**src/rtl/series_job_sequencer.sv**
```systemverilog
// series_job_sequencer: accepts one operand, pulses start to a series controller, waits for it to finish and hands the result downstream.
module series_job_sequencer #(
  parameter int W         = 16,
  parameter int START_LEN = 2,
  parameter int TIMEOUT   = 255
) (
  input  logic         clk,
  input  logic         rst_n,
  input  logic         in_valid,
  input  logic [W-1:0] in_data,
  output logic         in_ready,
  output logic         start,
  output logic [W-1:0] x_out,
  input  logic         dp_ready,
  input  logic [W-1:0] dp_result,
  output logic         out_valid,
  output logic [W-1:0] out_data,
  input  logic         out_ready,
  output logic         err,
  output logic [7:0]   jobs_done
);
  typedef enum logic [2:0] {IDLE, LAUNCH, WAIT_BUSY, WAIT_DONE, HOLD} state_t;
  state_t         state_q, state_d;
  logic [2:0]     lcnt_q, lcnt_d;
  logic [7:0]     wcnt_q, wcnt_d;
  logic           start_q, start_d;
  logic           out_valid_q, out_valid_d;
  logic           err_q, err_d;
  logic [W-1:0]   x_q, x_d;
  logic [W-1:0]   od_q, od_d;
  logic [7:0]     jobs_q, jobs_d;
  logic           timeout;
  // wcnt counts completed wait cycles, so the TIMEOUT-th unsatisfied cycle gives up
  assign timeout   = wcnt_q == 8'(TIMEOUT - 1);
  assign in_ready  = (state_q == IDLE) & dp_ready;
  assign start     = start_q;
  assign x_out     = x_q;
  assign out_valid = out_valid_q;
  assign out_data  = od_q;
  assign err       = err_q;
  assign jobs_done = jobs_q;
  always_comb begin
    state_d     = state_q;
    lcnt_d      = lcnt_q;
    wcnt_d      = wcnt_q;
    start_d     = start_q;
    out_valid_d = out_valid_q;
    err_d       = err_q;
    x_d         = x_q;
    od_d        = od_q;
    jobs_d      = jobs_q;
    case (state_q)
      IDLE: if (in_valid && dp_ready) begin
        state_d = LAUNCH;
        x_d     = in_data;
        start_d = 1'b1;
        lcnt_d  = '0;
      end
      LAUNCH: if (lcnt_q == 3'(START_LEN - 1)) begin
        state_d = WAIT_BUSY;
        start_d = 1'b0;
        wcnt_d  = '0;
      end else lcnt_d = lcnt_q + 3'd1;
      WAIT_BUSY: if (!dp_ready) begin
        state_d = WAIT_DONE;
        wcnt_d  = '0;
      end else if (timeout) begin
        state_d = IDLE;
        err_d   = 1'b1;
      end else wcnt_d = wcnt_q + 8'd1;
      WAIT_DONE: if (dp_ready) begin
        state_d     = HOLD;
        od_d        = dp_result;
        out_valid_d = 1'b1;
      end else if (timeout) begin
        state_d = IDLE;
        err_d   = 1'b1;
      end else wcnt_d = wcnt_q + 8'd1;
      HOLD: if (out_ready) begin
        state_d     = IDLE;
        out_valid_d = 1'b0;
        jobs_d      = jobs_q + 8'd1;
      end
      default: state_d = IDLE;
    endcase
  end
  always_ff @(posedge clk or negedge rst_n) begin
    if (!rst_n) begin
      state_q     <= IDLE;
      lcnt_q      <= '0;
      wcnt_q      <= '0;
      start_q     <= 1'b0;
      out_valid_q <= 1'b0;
      err_q       <= 1'b0;
      x_q         <= '0;
      od_q        <= '0;
      jobs_q      <= '0;
    end else begin
      state_q     <= state_d;
      lcnt_q      <= lcnt_d;
      wcnt_q      <= wcnt_d;
      start_q     <= start_d;
      out_valid_q <= out_valid_d;
      err_q       <= err_d;
      x_q         <= x_d;
      od_q        <= od_d;
      jobs_q      <= jobs_d;
    end
  end
endmodule

```
**config.mk**
```make
export PLATFORM = sky130hd
export DESIGN_NAME = series_job_sequencer
export DESIGN_NICKNAME = d
export VERILOG_FILES = /design/src/rtl/series_job_sequencer.sv
export SDC_FILE = /design/constraint.sdc
export NUM_CORES = 1
export LEC_CHECK = 0
export ABC_AREA = 0
export ABC_CLOCK_PERIOD_IN_PS = 2700
export BUFFER_PORTS_ARGS = -buffer_cell sky130_fd_sc_hd__buf_2
export CORE_MARGIN = 2
export CORE_UTILIZATION = 55
export DETAILED_ROUTE_END_ITERATION = 10
export PLACE_DENSITY = 0.93
export SYNTH_ARGS = -nofsm -noshare
export SYNTH_HDL_FRONTEND = slang
export SYNTH_SLANG_ARGS = --single-unit
```
**constraint.sdc**
```tcl
create_clock -name clk -period 2.7 [get_ports clk]
set_clock_uncertainty 0.15 [all_clocks]
set_input_delay 0.54 -clock clk [delete_from_list [all_inputs] [get_ports clk]]
set_output_delay 0.54 -clock clk [all_outputs]
set_load 0.02 [all_outputs]
```
Word level (Yosys, flattened, before mapping)
Cells that the tools add are included.
W data, S select, Z words.
{"block": "totals", "regBits": 57, "in_bits": 37}
{"block": "op_classes", "n_mux": 25, "n_addsub": 3, "bitwise_logic": 1, "n_eq_ne": 13, "reduce_logical": 15}
{"cell": "$mux W8", "n": 4}
{"cell": "$mux W3", "n": 8}
{"cell": "$pmux W8 S3", "n": 1}
{"cell": "$reduce_and A3 Y1", "n": 6}
{"cell": "$add A8 B1 Y8 const B", "n": 2}
{"cell": "$pmux W3 S5", "n": 1}
{"cell": "$ne A2 B2 Y1 const B", "n": 6}
{"cell": "$eq A8 B8 Y1 const B", "n": 1}
{"cell": "$mux W1", "n": 7}
{"cell": "$eq A3 B1 Y1 const B", "n": 2}
{"cell": "$eq A3 B2 Y1 const B", "n": 2}
{"cell": "$pmux W1 S2", "n": 3}
{"cell": "$pmux W3 S2", "n": 1}
{"cell": "$reduce_and A2 Y1", "n": 3}
{"cell": "$reduce_bool A2 Y1", "n": 3}
{"cell": "$add A3 B1 Y3 const B", "n": 1}
{"cell": "$eq A3 B3 Y1 const B", "n": 1}
{"cell": "$logic_not A3 Y1", "n": 1}
{"cell": "$reduce_bool A3 Y1", "n": 1}
{"cell": "$ne A2 B1 Y1 const B", "n": 1}
{"cell": "$and A1 B1 Y1", "n": 1}
{"cell": "$logic_and A1 B1 Y1", "n": 1}

Logic depth before layout (Yosys ltp)
Gate-level depths: netlist of the first run.
{"block": "logic_depth", "word_depth": 4, "ltp_mapped": 6, "depth_no_buf": 6}

Least setup slack after synthesis of the first run
No wires, ideal clock.
{"block": "synth_timing", "kind": "input to register", "startpoint": "input port dp_ready", "endpoint": "register x_q[10], in the netlist x_out[10]", "t_arrival_ns": 1.716, "path_stages": 5, "required_time_ns": 2.425, "setup_ns": 0.125, "slack_ns": 0.709, "cell_sequence": "buf_6 -> nor4b_4 -> nand2_4 -> buf_6 -> mux2_4"}
{"block": "synth_via", "elab_chain_cells": 2}
{"item": "from (decl)", "line_no": "14", "rtl": "input logic dp_ready,"}
{"item": "$logic_and A1 B1 Y1", "line_no": "53", "rtl": "IDLE: if (in_valid && dp_ready) begin"}
{"item": "$reduce_and A2 Y1 (no line)"}
{"item": "to (signal assigned)", "line_no": "95", "rtl": "x_q <= '0;"}
{"item": "to (signal assigned)", "line_no": "105", "rtl": "x_q <= x_d;"}
{"item": "to (decl)", "line_no": "29", "rtl": "logic [W-1:0] x_q, x_d;"}
No other way between the ends.
A chain may end at the register's enable or synchronous reset.

Worst setup path in the final report of the first run
{"block": "layout_timing", "startpoint": "register state_q[0]", "endpoint": "output port in_ready"}
{"block": "layout_via", "elab_chain_cells": 2}
{"item": "from (decl)", "line_no": "23", "rtl": "state_t state_q, state_d;"}
{"item": "from (signal assigned)", "line_no": "99", "rtl": "state_q <= state_d;"}
{"item": "$logic_not A3 Y1", "line_no": "35", "rtl": "assign in_ready = (state_q == IDLE) & dp_ready;"}
{"item": "$and A1 B1 Y1", "line_no": "35"}
{"item": "to (decl)", "line_no": "11", "rtl": "output logic in_ready,"}
No other way between the ends.

==> key figures, run 1 <==
Status
  – Status: finished, final reports clean

Critical path
  – Internal reg-to-reg setup slack: 670 ps
  – Arrival time at the worst endpoint: 1580 ps
  – Worst setup EP type: output pin
  – WP data required: 2010 ps
  – CP startpoint kind: flip-flop
  – Crit-path max FO: 12
  – Kind of critical path: flip-flop to output pin

Job
  – Number of max-cap violations: 0

Timing
  – Sum Neg Setup Slack: 0 ps
  – Fmax: 440 MHz
  – Final Max Tran Viols: 0
  – Crit path time final: 2270 ps
  – Crit share post-route: 84.1%
  – Final hold violations: 0
  – Worst-Margin Slew: 540 ps
  – Max-slew headroom: 64.0%
  – Hold slack: 18.2 ps
  – RSZ-0062 raised after global routing: false
  – Final setup violation count: 0

Synthesis
  – Count leader, synth: dfrtp_1
  – Synth async-reset ratio: 100%
  – Post-synthesis simple-gate area fraction: 9.95%
  – Post-synthesis sequential area ratio: 54.8%
  – Synth Area in XOR/XNOR: 3.37%
  – Synthesis-stage register bit count: 57
  – EDFF count, synth: 0
  – Cell variety after synth: 43
  – Synth Area in Adders: 2.40%
  – Commonest cells post-synth: dfrtp_1, mux2_2, o21ai_0
  – Synth area leaders: dfrtp_1, mux2_2, mux2_4
  – Post-Syn Instances: 193
  – Main flop type after synthesis: dfrtp_1
  – Largest family of logic cells by synthesized area: multiplexers
  – Mux contribution to synthesized area: 16.1%
  – Mapped cell area: 2600 um^2
  – Syn_nets: 235
  – Share of the synthesized area in the top cell type: 54.8%
  – Yosys warns: 0
  – Post-synthesis compound-gate area fraction: 9.86%
  – Cell taking the most area after synthesis: dfrtp_1
  – Avg Cell Area, Syn: 13.5 um^2

Final layout
  – Layout cell share with drive strength beyond 1: 49.6%
  – Area Overhead vs Synth: 24.1%
  – Seq. cell area: 1430 um^2
  – Multi-input gate area in the final layout: 1080 um^2
  – Nets@finish: 320
  – Util after Layout: 69.8%
  – Antenna diodes: 0
  – Fillers: 320

Detailed routing
  – Routed vias: 1872
  – DR iter-0 viols: 75
  – # DRC: 0
  – Wire length per cell: 16.7 um
  – Wirelength, routed: 5620 um
  – DR pass1 iterations: 4
  – Routed Antenna Nets: 0
  – DR vias/cell: 5.57

Clock tree
  – Clk buf depth: 2
  – Root Driver: clkbuf_8
  – TritonCTS Buffers: 9
  – H-tree level count: 3
  – Clk slew on worst S/H paths: 60 ps
  – Clk Latency, worst-skew pair: 330 ps
  – Postcts setup bufs: 0
  – Hold Buf Count CTS: 0
  – Clock sinks: 57
  – CTS tree: yes
  – CTS resizes: 0

Global routing
  – Met2 Track Usage GR: 37.3%
  – GRT overflow: 0
  – Total track usage: 23.5%
  – GRT busiest layer: met2
  – Vias in the first global route: 1929
  – Pin count of the biggest net entering global routing: 24
  – Initial antenna violation count: 0
  – Met3 Resource Use GR: 6.91%
  – First-pass GRT wire length: 9210 um
  – Met1 Use GR: 28.3%

Power
  – Pwr dens: 1160 nW/um^2
  – P_leak: 1.62 nW
  – Power Total: 3.74 mW
  – Maximum VDD drop: 0.700 mV

Place
  – PortBufs: 80
  – Detail Placement HPWL: 4050 um
  – Placer Congestion: 0.782

Die
  – Die Height: 72.8 um
  – Core area: 4630 um^2
  – Starting density of the core: 56.2%
  – Core Rows: 25
  – Die area: 5300 um^2
  – Die width: 72.8 um
  – Total I/O pin count: 81

Hold path
  – Hold Crit Class: input port to async pin
-- registers in the layout, indices dropped and copies added (netlist names) --
| register | cells |
|---|---|
| out_data | 16 |
| x_out | 16 |
| jobs_done | 8 |
| wcnt_q | 8 |
| lcnt_q | 3 |
| state_q | 3 |
| err | 1 |
| out_valid | 1 |
| start | 1 |
-- layout make-up --
class / instances / area share, %
multi-input combinational: 122 / 33.6
timing repair buffer: 82 / 12.9
clock buffer: 13 / 5.54
inverter: 6 / 0.697
clock inverter: 2 / 1.08
tap: 54 / 2.09
sequential: 57 / 44.2
-- kinds of logic (layout without fill, tap and decap cells) --
| kind of cell | after synthesis | count (layout) |
|---|---|---|
| xor gates and xnor gates | 10 | 10 |
| AOI/OAI and AO/OA | 36 | 36 |
| buffers and inverters | 14 | 103 |
| and+or+nand+nor | 36 | 36 |
| adders and majority gates | 5 | 5 |
| DFF | 57 | 57 |
| muxes | 35 | 35 |
-- power by group --
part | internal (mW) | leakage (nW) | switching (mW)
registers | 1.18 | 0.712 | 0.275
clock network | 0.520 | 0.112 | 0.312
logic | 0.648 | 0.799 | 0.797
total | 2.35 | 1.62 | 1.38
-- worst max-delay path: stages, from the launching register on --
cell and delay (ps):
dfrtp_1 580, nor4b_4 450, buf_2 230
-- per-layer routing --
layer	vias up	part of all wire, %
li1	864	-
met1	927	39
met2	66	53
met3	15	5.3
met4	0	3.0
met5	-	0
-- through the flow --
| step | cell area (um^2) | worst slack, ps | cells |
|---|---|---|---|
| floorplan | 2600 | 709 | 193 |
| global placement | 3020 | 715 | 321 |
| detailed placement | 3020 | 675 | 321 |
| CTS | 3230 | 419 | 336 |
| global route | 3230 | 376 | 336 |
| finish | 3230 | 429 | 336 |
-- final timing paths --
path | from | endpoint | cells after the start
worst max-delay path | state_q[0] | in_ready | 2
min in group clk | out_ready | state_q[2] | 2
max in group asynchronous | rst_n | wcnt_q[3] | 2
worst min register to register | jobs_done[7] | jobs_done[7] | 1
worst max register to register | state_q[0] | wcnt_q[7] | 4
worst min-delay path | rst_n | x_out[13] | 1
-- placed cells by master, fill, tap and decap left out, types with 4 or more instances in the layout --
| cell type | n |
|---|---|
| a21oi_1 | 8 |
| a22o_1 | 4 |
| and3_1 | 4 |
| buf_2 | 80 |
| clkbuf_8 | 13 |
| dfrtp_1 | 57 |
| ha_1 | 5 |
| inv_1 | 6 |
| mux2_2 | 27 |
| mux2_4 | 7 |
| nand2_1 | 6 |
| nand4_1 | 4 |
| o21ai_0 | 13 |
| xnor2_1 | 9 |
Note: power is estimated with default switching activity, not from simulation.
==> inputs of run 2 (changes only) <==
Settings changed: ABC_AREA 0 to 1, ABC_CLOCK_PERIOD_IN_PS 2700 to 2100, CORE_UTILIZATION 55 to 51, PLACE_DENSITY 0.93 to 0.87.
Clock period 2.7 ns to 2.1 ns, I/O delays scaled along.
==> run 2 against run 1 <==
Flip-flop and latch count unchanged. Non-clock buffer count increased by 5. Sequential share of layout area decreased by 3.1 points. Synthesized cell count increased by 71%. Power increased by 30%. Count of clock-buffer cells in the layout decreased by 2. Via count increased by 29%. Core utilization decreased by 2.0 points. Final cell count increased by 48%. Critical path type unchanged.
==> key figures, run 2 <==
Status
  – Status: finished, final reports clean

Final layout
  – Commonest non-fill, non-tap cell in the layout: nand2_1
  – Fin cells: 497 (+48%)
  – Multi-input gate area in the final layout: 1110 um^2 (+2.4%)
  – Most frequent cells in the layout: nand2_1, buf_2, dfrtp_1, inv_1, o21ai_1
  – Seq. cell area: 1430 um^2 (+0.18%)
  – Nets@finish: 464 (+45%)
  – Antenna diodes: 0 (unchanged)
  – Fillers: 416 (+30%)
  – Area Overhead vs Synth: 26.9%
  – Layout cell share with drive strength beyond 1: 29.0% (-21 points)

Timing
  – Sum Neg Setup Slack: 0 ps (unchanged)
  – Max-slew headroom: 69.9% (+5.9 points)
  – Fmax: 512 MHz
  – Crit share post-route: 93.0%
  – Final Max Tran Viols: 0 (unchanged)
  – Setup slack after layout: 147 ps (-282 ps)
  – Final setup violation count: 0 (unchanged)
  – RSZ-0062 raised after global routing: false
  – Crit path time final: 1950 ps
  – Final hold violations: 0 (unchanged)
  – Worst-Margin Slew: 451 ps (-89.9 ps)

Critical path
  – Crit. path cell count: 6 (+4)
  – Most used cell, CP: inv_1
  – Critical path's top delay family: flip-flops
  – Worst setup EP type: output pin
  – CP Buf/Inv Count: 3 (+2)
  – WP data required: 1530 ps (-480 ps)
  – Kind of critical path: flip-flop to output pin
  – Crit-path max FO: 5 (-7)
  – Slowest-stage cell, CP: dfrtp_2
  – R2R Path End: lcnt_q[0]
  – CP Cell Sequence: nor2_4, inv_1, nor2_2, inv_1, nor2_1, buf_2
  – Internal reg-to-reg setup slack: 340 ps (-330 ps)
  – CP startpoint kind: flip-flop
  – Arrival time at the worst endpoint: 1380 ps (-200 ps)
  – R2R depth: 6 (+2)
  – R2R Path Start: state_q[1]
  – Delay of the slowest critical-path stage: 450 ps (-130 ps)

Global routing
  – GRT overflow: 0 (unchanged)
  – Vias in the first global route: 2423 (+26%)
  – Total track usage: 21.5% (-2.0 points)
  – Initial antenna violation count: 0 (unchanged)
  – First-pass GRT wire length: 10200 um (+11%)
  – Pin count of the biggest net entering global routing: 58 (+140%)

Power
  – Maximum VDD drop: 0.846 mV (+21%)
  – Switching Power: 1.99 mW (+44%)
  – Seq pwr share: 36.9% (-2.2 points)
  – Pwr dens: 1390 nW/um^2 (+20%)
  – Combinational group share of total power: 39.9% (+1.2 points)
  – P_leak: 2.00 nW (+23%)
  – Internal power: 2.86 mW (+21%)
  – Clock power frac: 23.1% (+0.8 points)
  – Sw Share: 41.1% (+4.0 points)

Synthesis
  – Count leader, synth: nand2_1
  – Mapped cell area: 2750 um^2 (+5.5%)
  – Syn_nets: 372 (+58%)
  – Synth Area in Adders: 2.28% (-0.12 points)
  – Synthesis-stage register bit count: 57 (unchanged)
  – Post-synthesis compound-gate area fraction: 5.01% (-4.8 points)
  – Post-Syn Instances: 330 (+71%)
  – Synth async-reset ratio: 100% (unchanged)
  – Cell taking the most area after synthesis: dfrtp_1
  – Cell variety after synth: 30 (-30%)
  – Synth area leaders: dfrtp_1, nand2_1, inv_1
  – Largest family of logic cells by synthesized area: simple AND/OR/NAND/NOR gates
  – Post-synthesis simple-gate area fraction: 31.2% (+21 points)
  – Synth Area in XOR/XNOR: 1.91% (-1.5 points)
  – Share of the synthesized area in the top cell type: 52.0% (-2.8 points)
  – EDFF count, synth: 0 (unchanged)
  – Main flop type after synthesis: dfrtp_1
  – Yosys warns: 0 (unchanged)
  – Mux contribution to synthesized area: 0% (-16 points)
  – Post-synthesis sequential area ratio: 52.0% (-2.8 points)
  – Commonest cells post-synth: nand2_1, dfrtp_1, inv_1
  – Avg Cell Area, Syn: 8.32 um^2 (-38%)

Clock tree
  – Clk Latency, worst-skew pair: 330 ps (about the same)
  – TritonCTS Buffers: 9 (unchanged)
  – H-tree level count: 3 (unchanged)
  – CTS tree: yes
  – Clock sinks: 57 (unchanged)
  – Clk slew on worst S/H paths: 70 ps (about the same)
  – Root Driver: clkbuf_8
  – Clk buf depth: 2 (unchanged)

Die
  – Starting density of the core: 53.4% (-2.8 points)
  – Die Height: 77.4 um (+6.3%)
  – Die width: 77.4 um (+6.3%)
  – Total I/O pin count: 81 (unchanged)
  – Core area: 5140 um^2 (+11%)
  – Die area: 5990 um^2 (+13%)
  – Core Rows: 26 (+4.0%)

Detailed routing
  – Wire length per cell: 11.7 um (-30%)
  – DR iter-0 viols: 102 (+36%)
  – # DRC: 0 (unchanged)
  – Routed Antenna Nets: 0 (unchanged)
  – Wirelength, routed: 5790 um (+3.1%)
  – DR vias/cell: 4.87 (-13%)
  – Routed vias: 2419 (+29%)
  – DR pass1 iterations: 4 (unchanged)

Hold path
  – Worst min-delay path startpoint: dp_result[8]
  – Min-Delay Path Depth: 3
  – Hold Path End: out_data[8]
  – Hold Crit Class: input port to flip-flop

Place
  – Inst Count DP: 476 (+48%)
  – PortBufs: 80 (unchanged)
  – Detail Placement HPWL: 4200 um (+3.7%)
  – Pre-CTS setup slack: 350 ps (-324 ps)
  – Placer Congestion: 0.828 (+5.9%)

Job
  – Number of max-cap violations: 0 (unchanged)
[run 2: cell types whose count changed in the layout (fill, tap and decap cells not counted), moves of 13 or more]
cell     previous run  this run
nand2_1             6       132
inv_1               6        40
mux2_2             27         0
o21ai_1             0        18
nand3_1             3        16
nor2_1              1        14
[run 2: worst max path at each step]
stage,from,to,slack (ps)
6_report,state_q[1],in_ready,150
5_1_grt,state_q[1],in_ready,40
4_1_cts,state_q[1],in_ready,70
3_5_place_dp,state_q[1],lcnt_q[0],350
3_3_place_gp,state_q[1],in_ready,380
2_1_floorplan,state_q[1],in_ready,370
[run 2: final cells by class]
class	count	area share (%)
timing repair buffer	87	13.4
inverter	44	4.81
clock inverter	5	2.26
sequential	57	41.0
multi-input combinational	223	31.9
tap	70	2.51
clock buffer	11	4.06
[run 2: repair_timing]
action	in CTS	in global routing
setup endpoints to repair	1	1
pin swaps	1	0
setup buffers	1	3
hold endpoints to repair	57	0
hold buffers	1	0
gates resized for setup	1	2
[run 2: cell families (layout without fill, tap and decap cells)]
logic type | count (synthesis) | count (layout)
simple gates | 185 | 185
flops | 57 | 57
buf+inv | 50 | 147
compound gates | 27 | 27
xor+xnor | 6 | 6
fa+ha+maj | 5 | 5
[run 2: metrics by stage]
step / power, mW / instance area [um^2] / utilization (%) / hold slack (ps)
finish: 4.85 / 3480 / 67.8 / 130
global route: 5.22 / 3480 / 67.8 / 135
CTS: 4.83 / 3460 / 67.3 / 122
detailed placement: 3.66 / 3220 / 62.6 / 293
global placement: 3.58 / 3220 / 62.6 / 289
floorplan: 3.05 / 2750 / - / -25.6
[run 2: power groups by stage]
| stage | clock network [mW] | registers, mW | logic [mW] |
|---|---|---|---|
| floorplan | 0 | 2.19 | 0.866 |
| global placement | 0 | 1.79 | 1.80 |
| detailed placement | 0 | 1.80 | 1.87 |
| CTS | 1.14 | 1.79 | 1.89 |
| global route | 1.20 | 1.84 | 2.18 |
| finish | 1.12 | 1.79 | 1.93 |
[run 2: layer usage]
layer	track usage [%]	share of wire, %	vias to the layer above
li1	-	-	1200
met2	37.3	49	79
met4	9.11	1.3	0
met5	0	0	-
met1	25.1	44	1130
met3	6.05	6.1	10
[run 2: worst register-to-register path, delay by kind of cell, from the launching register on]
| family | cells | cell delay, ps |
|---|---|---|
| AO/OA/AOI/OAI | 1 | 80 |
| buffers and inverters | 1 | 160 |
| flip-flops | 1 | 450 |
| AND/OR/NAND/NOR | 4 | 840 |
